<file path="src/rtl/instr_fetch_queue.sv">
// Fetch stage for the IF/ID boundary.
// Owns the fetch PC and issues requests to a synchronous instruction memory
// (data returns one cycle after the request). Returned {pc, instr} pairs are
// buffered in a small FIFO that decode drains through id_valid_o/id_ready_i.
// A redirect from EX flushes the FIFO, drops the response in flight and
// restarts fetch at the target.
module instr_fetch_queue #(
   parameter logic [31:0] PC_RESET = 32'h0000_0000,
   parameter int          DEPTH    = 2,
   localparam int         CNT_W    = $clog2(DEPTH) + 1
) (
   input  logic             clk_i,
   input  logic             rst_i,
   output logic             imem_req_o,
   output logic [31:0]      imem_addr_o,
   input  logic [31:0]      imem_data_i,
   input  logic             redirect_i,
   input  logic [31:0]      redirect_pc_i,
   output logic             id_valid_o,
   output logic [31:0]      id_instr_o,
   output logic [31:0]      id_pc_o,
   input  logic             id_ready_i,
   output logic [CNT_W-1:0] count_o
);

   localparam int               PTR_W   = (DEPTH > 1) ? $clog2(DEPTH) : 1;
   localparam logic [CNT_W:0]   DEPTH_W = (CNT_W + 1)'(DEPTH);

   // Pointer advance; DEPTH is a power of two so the natural wrap is correct.
   function automatic logic [PTR_W-1:0] ptr_inc(input logic [PTR_W-1:0] ptr);
      return ptr + {{(PTR_W-1){1'b0}}, 1'b1};
   endfunction

   logic [31:0]      fetch_pc_r;
   logic             inflight_r;
   logic [31:0]      inflight_pc_r;
   logic [CNT_W-1:0] count_r;
   logic [PTR_W-1:0] rd_ptr_r;
   logic [PTR_W-1:0] wr_ptr_r;
   logic [31:0]      pc_mem_r    [DEPTH];
   logic [31:0]      instr_mem_r [DEPTH];

   logic             valid_s;
   logic             pop_s;
   logic             push_s;
   logic             issue_s;
   logic [CNT_W:0]   credit_s;
   logic [31:0]      redirect_tgt_s;

   assign valid_s        = (count_r != {CNT_W{1'b0}});
   assign pop_s          = valid_s & id_ready_i & ~redirect_i;
   // A response arriving in a redirect cycle belongs to the wrong path.
   assign push_s         = inflight_r & ~redirect_i;
   assign redirect_tgt_s = redirect_pc_i & 32'hFFFF_FFFC;

   // Credit: a new request is allowed only if its response is guaranteed a slot,
   // counting the entry being popped this cycle (keeps one instr/cycle at DEPTH=2).
   always_comb begin
      credit_s = {1'b0, count_r}
               + {{CNT_W{1'b0}}, inflight_r}
               - {{CNT_W{1'b0}}, pop_s};
      if (credit_s < DEPTH_W) begin
         issue_s = ~rst_i & ~redirect_i;
      end else begin
         issue_s = 1'b0;
      end
   end

   // Fetch PC and the single outstanding memory request.
   always_ff @(posedge clk_i or posedge rst_i) begin
      if (rst_i) begin
         fetch_pc_r    <= PC_RESET;
         inflight_r    <= 1'b0;
         inflight_pc_r <= 32'h0000_0000;
      end else if (redirect_i) begin
         fetch_pc_r    <= redirect_tgt_s;
         inflight_r    <= 1'b0;
         inflight_pc_r <= inflight_pc_r;
      end else if (issue_s) begin
         fetch_pc_r    <= fetch_pc_r + 32'd4;
         inflight_r    <= 1'b1;
         inflight_pc_r <= fetch_pc_r;
      end else begin
         fetch_pc_r    <= fetch_pc_r;
         inflight_r    <= 1'b0;
         inflight_pc_r <= inflight_pc_r;
      end
   end

   // FIFO occupancy and pointers; redirect empties the queue.
   always_ff @(posedge clk_i or posedge rst_i) begin
      if (rst_i) begin
         count_r  <= {CNT_W{1'b0}};
         rd_ptr_r <= {PTR_W{1'b0}};
         wr_ptr_r <= {PTR_W{1'b0}};
      end else if (redirect_i) begin
         count_r  <= {CNT_W{1'b0}};
         rd_ptr_r <= {PTR_W{1'b0}};
         wr_ptr_r <= {PTR_W{1'b0}};
      end else begin
         case ({push_s, pop_s})
            2'b10:   count_r <= count_r + {{(CNT_W-1){1'b0}}, 1'b1};
            2'b01:   count_r <= count_r - {{(CNT_W-1){1'b0}}, 1'b1};
            default: count_r <= count_r;
         endcase
         rd_ptr_r <= pop_s  ? ptr_inc(rd_ptr_r) : rd_ptr_r;
         wr_ptr_r <= push_s ? ptr_inc(wr_ptr_r) : wr_ptr_r;
      end
   end

   // FIFO storage: write the returned {pc, instr} pair at the tail.
   always_ff @(posedge clk_i or posedge rst_i) begin
      if (rst_i) begin
         for (int i = 0; i < DEPTH; i++) begin
            pc_mem_r[i]    <= 32'h0000_0000;
            instr_mem_r[i] <= 32'h0000_0000;
         end
      end else if (push_s) begin
         pc_mem_r[wr_ptr_r]    <= inflight_pc_r;
         instr_mem_r[wr_ptr_r] <= imem_data_i;
      end else begin
         for (int i = 0; i < DEPTH; i++) begin
            pc_mem_r[i]    <= pc_mem_r[i];
            instr_mem_r[i] <= instr_mem_r[i];
         end
      end
   end

   // Head entry presented to decode, forced to zero while the queue is empty.
   always_comb begin
      if (valid_s) begin
         id_pc_o    = pc_mem_r[rd_ptr_r];
         id_instr_o = instr_mem_r[rd_ptr_r];
      end else begin
         id_pc_o    = 32'h0000_0000;
         id_instr_o = 32'h0000_0000;
      end
   end

   assign imem_req_o  = issue_s;
   assign imem_addr_o = fetch_pc_r;
   assign id_valid_o  = valid_s;
   assign count_o     = count_r;

endmodule
</file>
<file path="config.mk">
export PLATFORM = sky130hd
export DESIGN_NAME = instr_fetch_queue
export DESIGN_NICKNAME = d
export VERILOG_FILES = /design/src/rtl/instr_fetch_queue.sv
export SDC_FILE = /design/constraint.sdc
export NUM_CORES = 1
export LEC_CHECK = 0
export ABC_AREA = 1
export ABC_CLOCK_PERIOD_IN_PS = 12200
export BUFFER_PORTS_ARGS = -buffer_cell sky130_fd_sc_hd__buf_2
export CORE_MARGIN = 5
export CORE_UTILIZATION = 30
export DETAILED_ROUTE_END_ITERATION = 8
export PLACE_DENSITY = 0.45
export SYNTH_ARGS = -nofsm -noshare
export SYNTH_HDL_FRONTEND = slang
export SYNTH_SLANG_ARGS = --single-unit
export TNS_END_PERCENT = 20
</file>
<file path="constraint.sdc">
create_clock -name clk_i -period 12.2 [get_ports clk_i]
set_input_delay 2.44 -clock clk_i [delete_from_list [all_inputs] [get_ports clk_i]]
set_output_delay 2.44 -clock clk_i [all_outputs]
set_load 0.005 [all_outputs]
</file>
### Yosys cells after proc, flatten, opt, wreduce, memory -nomap -nowiden

Cells that the tools add are included.

* memories kept: 0
* register bits: 197
* latch bits: 0
* ROM bits: 0
* output and inout port bits: 100
* RAM bits: 0

* shift-type cells: 0
* bitwise logic cells: 8
* equality and inequality tests: 2
* div/mod/pow operators: 0
* $mul: 0
* mux-type cells: 23
* $add $sub $neg: 7
* reductions and logical operators: 7
* magnitude comparators: 4

Operators by type and width (count)
* $mux 32: 11
* $bwmux 64: 2
* $add 32x3->32 const B: 1
* $demux 32 s1: 1
* $reduce_bool 2->1: 4
* $mux 1: 7
* $and 1x1->1: 4
* $ge 2x2->1 const B: 2
* $not 1->2: 2
* $pmux 2 s2: 1
* $add 2x1->3: 1
* $lt 3x2->1 const B: 1
* $reduce_bool 3->1: 1
* $sub 3x1->3: 1
* $add 1x1->1 const B: 2
* $add 2x1->2 const B: 1
* $eq 2x1->1 const B: 1
* $eq 2x2->1 const B: 1
* $lt 2x1->1 const B: 1
* $mux 2: 1
* $not 1->1: 2
* $reduce_and 2->1: 1
* $sub 2x1->2 const B: 1
* $logic_and 1x1->1: 1

### Depth between registers and ports, before layout

Gate-level depths: netlist (run 1).

* depth after elaboration: 8
* depth in mapped cells: 18
* mapped depth without buffers: 15

### Worst setup path after synthesis (run 1)

Ideal clock, no wire load.

* path kind: input to output
* start: input rst_i
* end: output imem_req_o
* data arrival time: 7.504 ns
* path buffers: 2
* cell stages on the path: 7
* setup slack: 2.256 ns
* data required time: 9.760 ns
* path through: inv_1 -> nand2_1 -> nor2_4 -> nand2_2 -> buf_6 -> buf_2 -> inv_1

* longest elaborated chain between the ends: 3

RTL lines
* start, declared: RTL line 13 `input logic rst_i,`
* $not 1->1: RTL line 63 `issue_s = ~rst_i & ~redirect_i;`
* $and 1x1->1: RTL line 63
* $mux 1: RTL line 62 `if (credit_s < DEPTH_W) begin`
* end, declared: RTL line 14 `output logic imem_req_o,`

No other way between the ends.

### Worst setup path after layout (run 1)

* start: input redirect_i
* end: output imem_req_o

* longest elaborated chain between the ends: 5
* elaborated cells between the ends (all ways): 6
* those cells by class: add/sub (1); order compare (1); mux (1); bitwise (3)

RTL lines
* start, declared: RTL line 17 `input logic redirect_i,`
* $not 1->1 (no line) (*)
* $and 1x1->1: RTL line 51 `assign pop_s = valid_s & id_ready_i & ~redirect_i;`
* $sub 3x1->3: RTL line 61 `- {{CNT_W{1'b0}}, pop_s};`
* $lt 3x2->1: RTL line 62
* $mux 1 (*): RTL line 62

Every way passes the cells marked *; elsewhere a longest branch is shown, timed or not.

==> metrics.csv, run 1 <==
stage,metric,value,unit
worst_setup_path,crit_path_top_delay_cell,buf_2,
clock_tree,cts_made_buffers,17,
cells_and_area,synthToLayoutAreaGrowth,17.6,%
synthesis,synth-xor-area-share,0,%
die,num_rows,64,
synthesis,synth-compound-area-share,13.2,%
clock_tree,clk_pin_slew,0.07,ns
synthesis,synth_top_family_by_area,simple AND/OR/NAND/NOR gates,
synthesis,synth-simple-area-share,25.2,%
die,dieHeight,185,um
synthesis,dominantRegCellSynth,dfrtp_1,
global_routing,grt_pass1_wl,42700,um
job,drv_cap,0,
synthesis,synth_fa_ha_area_share,0.489,%
synthesis,synth.distinct_cells,30,
global_routing,antenna_found_initial,0,
die,die_area,0.0343,sq mm
die,die-width,185,um
worst_setup_path,required,9.76,ns
worst_setup_path,r2r-start,count_o[1],
detailed_routing,first_pass_iters,5,
detailed_routing,first_iter_violations,437,
global_routing,gr-total-overflow,0,
detailed_routing,drtAntennaViolNets,0,
timing,finalSetupTns,0,ns
synthesis,synth-edff-count,0,
clock_tree,root_buffer,clkbuf_16,
synthesis,yosysTopAreaCell,dfrtp_1,
clock_tree,cts_resized,0,
clock_tree,clkLatencyLatePin,0.44,ns
worst_setup_path,startpoint,redirect_i,
worst_setup_path,critPathMaxFanout,34,
detailed_routing,drc,0,
power_and_ir_drop,total_leakage_power,5.47,nW
synthesis,ys_seq_elements,189,
power_and_ir_drop,power_density,228,mW/mm^2
synthesis,netlist_area,0.00921,sq mm
die,io_pins,168,
place,port_buffers,161,
synthesis,syn_inst,1207,
status,status,"finished, final reports clean",
clock_tree,clockBufferDepth,2,
timing,report.final.slew_viol_count,0,
synthesis,async_flop_share,100,%
worst_hold_path,worst_hold_startpoint,instr_mem_r[4],
power_and_ir_drop,irDropWorstVdd,0.113,mV
global_routing,grt_max_degree,97,
cells_and_area,final_util,35.6,%
timing,fmax,0.126,GHz
clock_tree,htree_levels,4,
clock_tree,ctsHoldBuffers,0,
place,place_hpwl,16900,um
timing,max-slew-margin-rel,37.5,%
synthesis,yosys_warnings,0,
clock_tree,postCtsSetupBuffers,0,
place,gp_congestion,0.749,
detailed_routing,vias,7815,
die,start_util,30.3,%
timing,worst_pin_slew,0.937,ns
timing,finalSetupViolCount,0,
cells_and_area,layout-drive-gt1-share,16.8,%
cells_and_area,post-route-cell-area,0.0108,sq mm
cells_and_area,final.fill_count,3369,
worst_setup_path,crit_arrival,5.51,ns
place,postPlaceCellArea,0.0102,sq mm
timing,rsz0062_at_grt,false,
synthesis,avgSynthCellArea,7.63,sq um
synthesis,yosysSeqAreaShare,51.3,%
detailed_routing,post_drt_wl_per_cell,15.1,um
cells_and_area,nets,1401,
timing,hold_viol,0,
cells_and_area,antennaDiodeCount,0,
timing,fin_crit_sh,65.2,%
worst_setup_path,cpPeakStageDelay,0.58,ns
detailed_routing,totalWireLength,26200,um
worst_setup_path,critPathCaptureType,output pin,
worst_setup_path,crit_chain,buf_2 -> inv_2 -> nand2_1 -> inv_1 -> ha_1 -> or2_2 -> fa_1 -> nand2_1 -> nor2_4 -> nand2_2 -> inv_1 -> buf_2,
detailed_routing,vias_per_cell,4.49,
clock_tree,cts_tree,built,
synthesis,synth_area_leaders,"dfrtp_1 (51%), nand2_1 (17%), o21ai_0 (7.1%)",
worst_setup_path,startpoint_type,input port,
worst_hold_path,min_path_type,reg -> reg,
timing,fin_crit,7.95,ns
die,core,0.0304,sq mm
clock_tree,cts.sinks,189,
global_routing,grt_usage,15.6,%
global_routing,grt_pass1_vias,7833,
timing,fin_skew,0.0181,ns
worst_setup_path,criticalPathCategory,in -> out,
synthesis,yosysTopAreaCellShare,51.3,%
synthesis,muxShareOfSynthArea,0,%
==> flip-flops by register name (all words and copies together) (netlist names) <==
name	flops
instr_mem_r	64
pc_mem_r	60
imem_addr_o	30
inflight_pc_r	30
count_o	2
inflight_r	1
rd_ptr_r	1
wr_ptr_r	1
==> layer usage <==
metal  GRT usage (%)  vias up  wire [um]
li1                -     4031          -
met1            22.3     3617      12900
met2            24.8      153      11800
met3            2.83       14       1270
met4            3.46        0        243
met5               0        -          0
==> cells by family (layout without fill, tap and decap cells) <==
family / Yosys count / count (layout)
AOI/OAI and AO/OA: 240 / 240
adders and majority gates: 3 / 3
buffers and inverters: 205 / 338
DFF: 189 / 189
other: 1 / 4
and+or+nand+nor: 569 / 569
==> final cells by class <==
cell class / instances / area (sq um) / share of cell area [%]
Sequential cell: 189 / 4730 / 43.7
Multi-Input combinational cell: 816 / 3610 / 33.3
Timing Repair Buffer: 169 / 866 / 7.99
Inverter: 137 / 522 / 4.81
Tap cell: 396 / 495 / 4.57
Clock buffer: 18 / 439 / 4.05
Clock inverter: 14 / 170 / 1.57
==> cells in the final DEF, fill, tap and decap left out, drive strengths merged, types with 4 or more instances in the layout <==
cell / count
o21ai: 158
a21oi: 75
o211ai: 7
dfrtp: 189
nand2: 421
clkinv: 5
nand3: 66
nor2: 74
inv: 144
clkbuf: 18
conb: 4
buf: 169
==> worst paths after layout <==
kind	slack, ns	cells after the start	endpoint
max	4.25	12	imem_req_o
min	0.49	2	instr_mem_r[4]
max reg2reg	8.61	14	imem_addr_o[28]
min reg2reg	0.49	2	instr_mem_r[4]
max in group asynchronous	8.85	3	rd_ptr_r
min in group asynchronous	2.04	2	instr_mem_r[15]
==> cells in the mapped netlist, types with 2 or more instances <==
| master | count |
|---|---|
| buf_2 | 24 |
| ha_1 | 2 |
| dfrtp_1 | 189 |
| o211ai_1 | 7 |
| nand3_1 | 64 |
| nand2_2 | 4 |
| o21ai_1 | 28 |
| nor3_1 | 2 |
| nand2_1 | 417 |
| buf_4 | 7 |
| nor2_1 | 62 |
| inv_2 | 2 |
| nor2_4 | 5 |
| nand4_1 | 2 |
| or2_2 | 2 |
| a21oi_1 | 75 |
| nor2_2 | 7 |
| clkbuf_1 | 27 |
| inv_1 | 134 |
| o21ai_0 | 130 |
| buf_6 | 8 |
==> metrics by stage <==
step / hold WS, ns / std cells / total power [W] / worst slack [ns]
after CTS: 0.490 / 1739 / 0.00252 / 4.16
after global routing: 0.499 / 1739 / 0.00271 / 3.92
after detailed placement: 0.473 / 1707 / 0.00193 / 4.17
final: 0.485 / 1739 / 0.00248 / 4.25
after floorplan: 0.453 / 1210 / 0.00160 / 2.26
after global placement: 0.466 / 1707 / 0.00192 / 4.22
==> power breakdown <==
group	internal (W)	leakage (nW)	switching (W)
combinational	0.000307	2.77	0.000537
sequential	0.000886	2.40	0.000165
clock	0.000301	0.297	0.000280
total	0.00149	5.47	0.000982
==> critical path: cells and delay by family <==
family | cells | cell delay [ns]
and+or+nand+nor | 5 | 0.99
buffers and inverters | 5 | 1.32
adders and majority gates | 2 | 0.74
Note: power is estimated with default switching activity, not from simulation.
==> inputs of run 2 (changes only) <==
- ABC_CLOCK_PERIOD_IN_PS: 12200 -> 7400
- clock period: 12.2 -> 7.4 ns (I/O delays scaled with it)
==> run 2 against run 1 <==
Via count fell by 1.3%. Wire length barely moved. Sequential power rose by 65%. Sequential share of layout area barely moved. Worst setup slack got worse by 2.2 ns. Register-to-register slack got worse by 4.8 ns. Count of clock-buffer cells in the layout rose by 2. Critical path depth did not move. Worst hold slack got worse by 0.0013 ns. Utilization barely moved. Critical path type unchanged. Highest routed layer unchanged.
==> metrics.csv, run 2 (synthesis gave the netlist of run 1 again) <==
stage,metric,value,unit,change
worst_setup_path,cp_top_family,simple AND/OR/NAND/NOR gates,,
timing,fmax,0.187,GHz,
die,num_rows,64,,unchanged
die,start_util,30.3,%,unchanged
clock_tree,cts_made_buffers,17,,unchanged
cells_and_area,final_cells,1741,,+0.12%
global_routing,grt_pass1_wl,42900,um,+0.32%
worst_setup_path,crit_path_top_delay_cell,fa_1,,
detailed_routing,drtAntennaViolNets,0,,unchanged
worst_setup_path,crit_arrival,3.87,ns,-1.64 ns
place,dp.cells,1709,,+0.12%
global_routing,grt_max_degree,103,,+6.2%
worst_hold_path,min_path_type,reg -> reg,,
worst_setup_path,startpoint_type,input port,,
cells_and_area,nets,1403,,+0.14%
power_and_ir_drop,irDropWorstVdd,0.252,mV,+120%
clock_tree,ctsHoldBuffers,0,,unchanged
status,status,"finished, final reports clean",,
die,die-width,185,um,unchanged
worst_setup_path,critPathCaptureType,output pin,,
place,place_hpwl,17200,um,+1.8%
timing,fin_crit_sh,72.3,%,
clock_tree,clk_pin_slew,0.06,ns,about the same
cells_and_area,post-route-cell-area,0.0108,sq mm,-0.10%
detailed_routing,totalWireLength,26200,um,about the same
place,port_buffers,161,,unchanged
cells_and_area,antennaDiodeCount,0,,unchanged
detailed_routing,post_drt_wl_per_cell,15.1,um,-0.19%
clock_tree,postCtsSetupBuffers,0,,unchanged
timing,fin_crit,5.35,ns,
timing,max-slew-margin-rel,35.4,%,-2.1 points
die,die_area,0.0343,sq mm,unchanged
worst_setup_path,critPathMaxFanout,20,,-41%
clock_tree,clkLatencyLatePin,0.43,ns,about the same
power_and_ir_drop,power_density,375,mW/mm^2,+64%
clock_tree,root_buffer,clkbuf_16,,
detailed_routing,vias,7716,,-1.3%
clock_tree,htree_levels,4,,unchanged
worst_setup_path,required,5.92,ns,-3.84 ns
die,core,0.0304,sq mm,unchanged
cells_and_area,top_regs,"instr_mem_r x64, pc_mem_r x60",,
worst_setup_path,cpPeakStageDelay,0.48,ns,-0.10 ns
job,drv_cap,0,,unchanged
detailed_routing,first_pass_iters,5,,unchanged
detailed_routing,drc,0,,unchanged
timing,finalSetupTns,0,ns,unchanged
global_routing,grt_pass1_vias,7628,,-2.6%
clock_tree,cts.sinks,189,,unchanged
die,dieHeight,185,um,unchanged
timing,finalSetupViolCount,0,,unchanged
cells_and_area,regMostFlops,instr_mem_r,,
clock_tree,cts_resized,0,,unchanged
cells_and_area,synthToLayoutAreaGrowth,17.5,%,
die,io_pins,168,,unchanged
global_routing,gr-total-overflow,0,,unchanged
clock_tree,cts_tree,built,,
worst_setup_path,crit_chain,buf_2 -> inv_2 -> nand2_1 -> inv_1 -> ha_1 -> or2_2 -> fa_1 -> nand2_1 -> nor2_4 -> nand2_2 -> inv_1 -> buf_2,,
power_and_ir_drop,total_leakage_power,5.46,nW,about the same
worst_setup_path,path_buf_inv,5,,unchanged
timing,worst_pin_slew,0.969,ns,+0.0318 ns
clock_tree,clockBufferDepth,2,,unchanged
timing,rsz0062_at_grt,false,,
place,postPlaceCellArea,0.0102,sq mm,+0.11%
cells_and_area,final_common_cell,nand2_1,,
cells_and_area,largest_register_ffs,64,,unchanged
timing,hold_viol,0,,unchanged
worst_setup_path,criticalPathCategory,in -> out,,
timing,report.final.slew_viol_count,0,,unchanged
detailed_routing,first_iter_violations,502,,+15%
global_routing,antenna_found_initial,0,,unchanged
cells_and_area,layout-drive-gt1-share,16.9,%,+0.049 points
timing,fin_skew,0.0191,ns,+0.00105 ns
detailed_routing,vias_per_cell,4.43,,-1.4%
cells_and_area,layout_common_cells,"nand2_1 (417), dfrtp_1 (188), buf_2 (161)",,
global_routing,grt_usage,15.6,%,+0.027 points
place,gp_congestion,0.764,,+2.0%
-- run 2: cell count changes in the layout (fill, tap and decap cells not counted), sizes merged --
cell / delta
inv: -5
clkinv: +3
buf: +2
clkbuf: +2
-- run 2: final timing paths --
path | from | to | slack, ns | depth (start not counted)
worst max-delay path | redirect_i | imem_req_o | 2.05 | 12
worst min-delay path | pc_mem_r[29] | pc_mem_r[29] | 0.48 | 2
worst max register to register | count_o[1] | imem_addr_o[28] | 3.81 | 14
worst min register to register | pc_mem_r[29] | pc_mem_r[29] | 0.48 | 2
max in group asynchronous | rst_i | rd_ptr_r | 4.56 | 4
min in group asynchronous | rst_i | instr_mem_r[57] | 1.36 | 3
-- run 2: where the power goes --
part	total [W]	internal, W	switching, W
sequential	0.00173	0.00146	0.000269
combinational	0.00139	0.000506	0.000888
clock	0.000932	0.000494	0.000438
total	0.00406	0.00246	0.00159
-- run 2: final cells by class --
type                            count  area (sq um)
Fill cell                        3311         19600
Sequential cell                   189          4730
Multi-Input combinational cell    816          3610
Timing Repair Buffer              171           881
Inverter                          137           518
Tap cell                          396           495
Clock buffer                       20           457
Clock inverter                     12           130
-- run 2: through the flow --
stage | worst slack (ns) | util, % | hold slack (ns) | power (W)
4_1_cts | 1.99 | 35.6 | 0.490 | 0.00414
6_report | 2.05 | 35.6 | 0.484 | 0.00406
3_5_place_dp | 1.99 | 33.6 | 0.472 | 0.00318
2_1_floorplan | 0.826 | - | 0.453 | 0.00264
5_1_grt | 1.82 | 35.6 | 0.500 | 0.00444
3_3_place_gp | 2.01 | 33.6 | 0.465 | 0.00316
-- run 2: worst min-delay path, delay by kind of cell (launching register included) --
kind	cells	cell delay, ns
DFF	1	0.34
AOI/OAI and AO/OA	1	0.06
and+or+nand+nor	1	0.05
-- run 2: layer usage --
layer | wire length (um) | global-route usage (%) | vias up
li1 | - | - | 4041
met1 | 13100 | 23.1 | 3483
met2 | 11800 | 24.5 | 185
met3 | 1200 | 2.69 | 7
met4 | 123 | 2.73 | 0
met5 | 0 | 0 | -
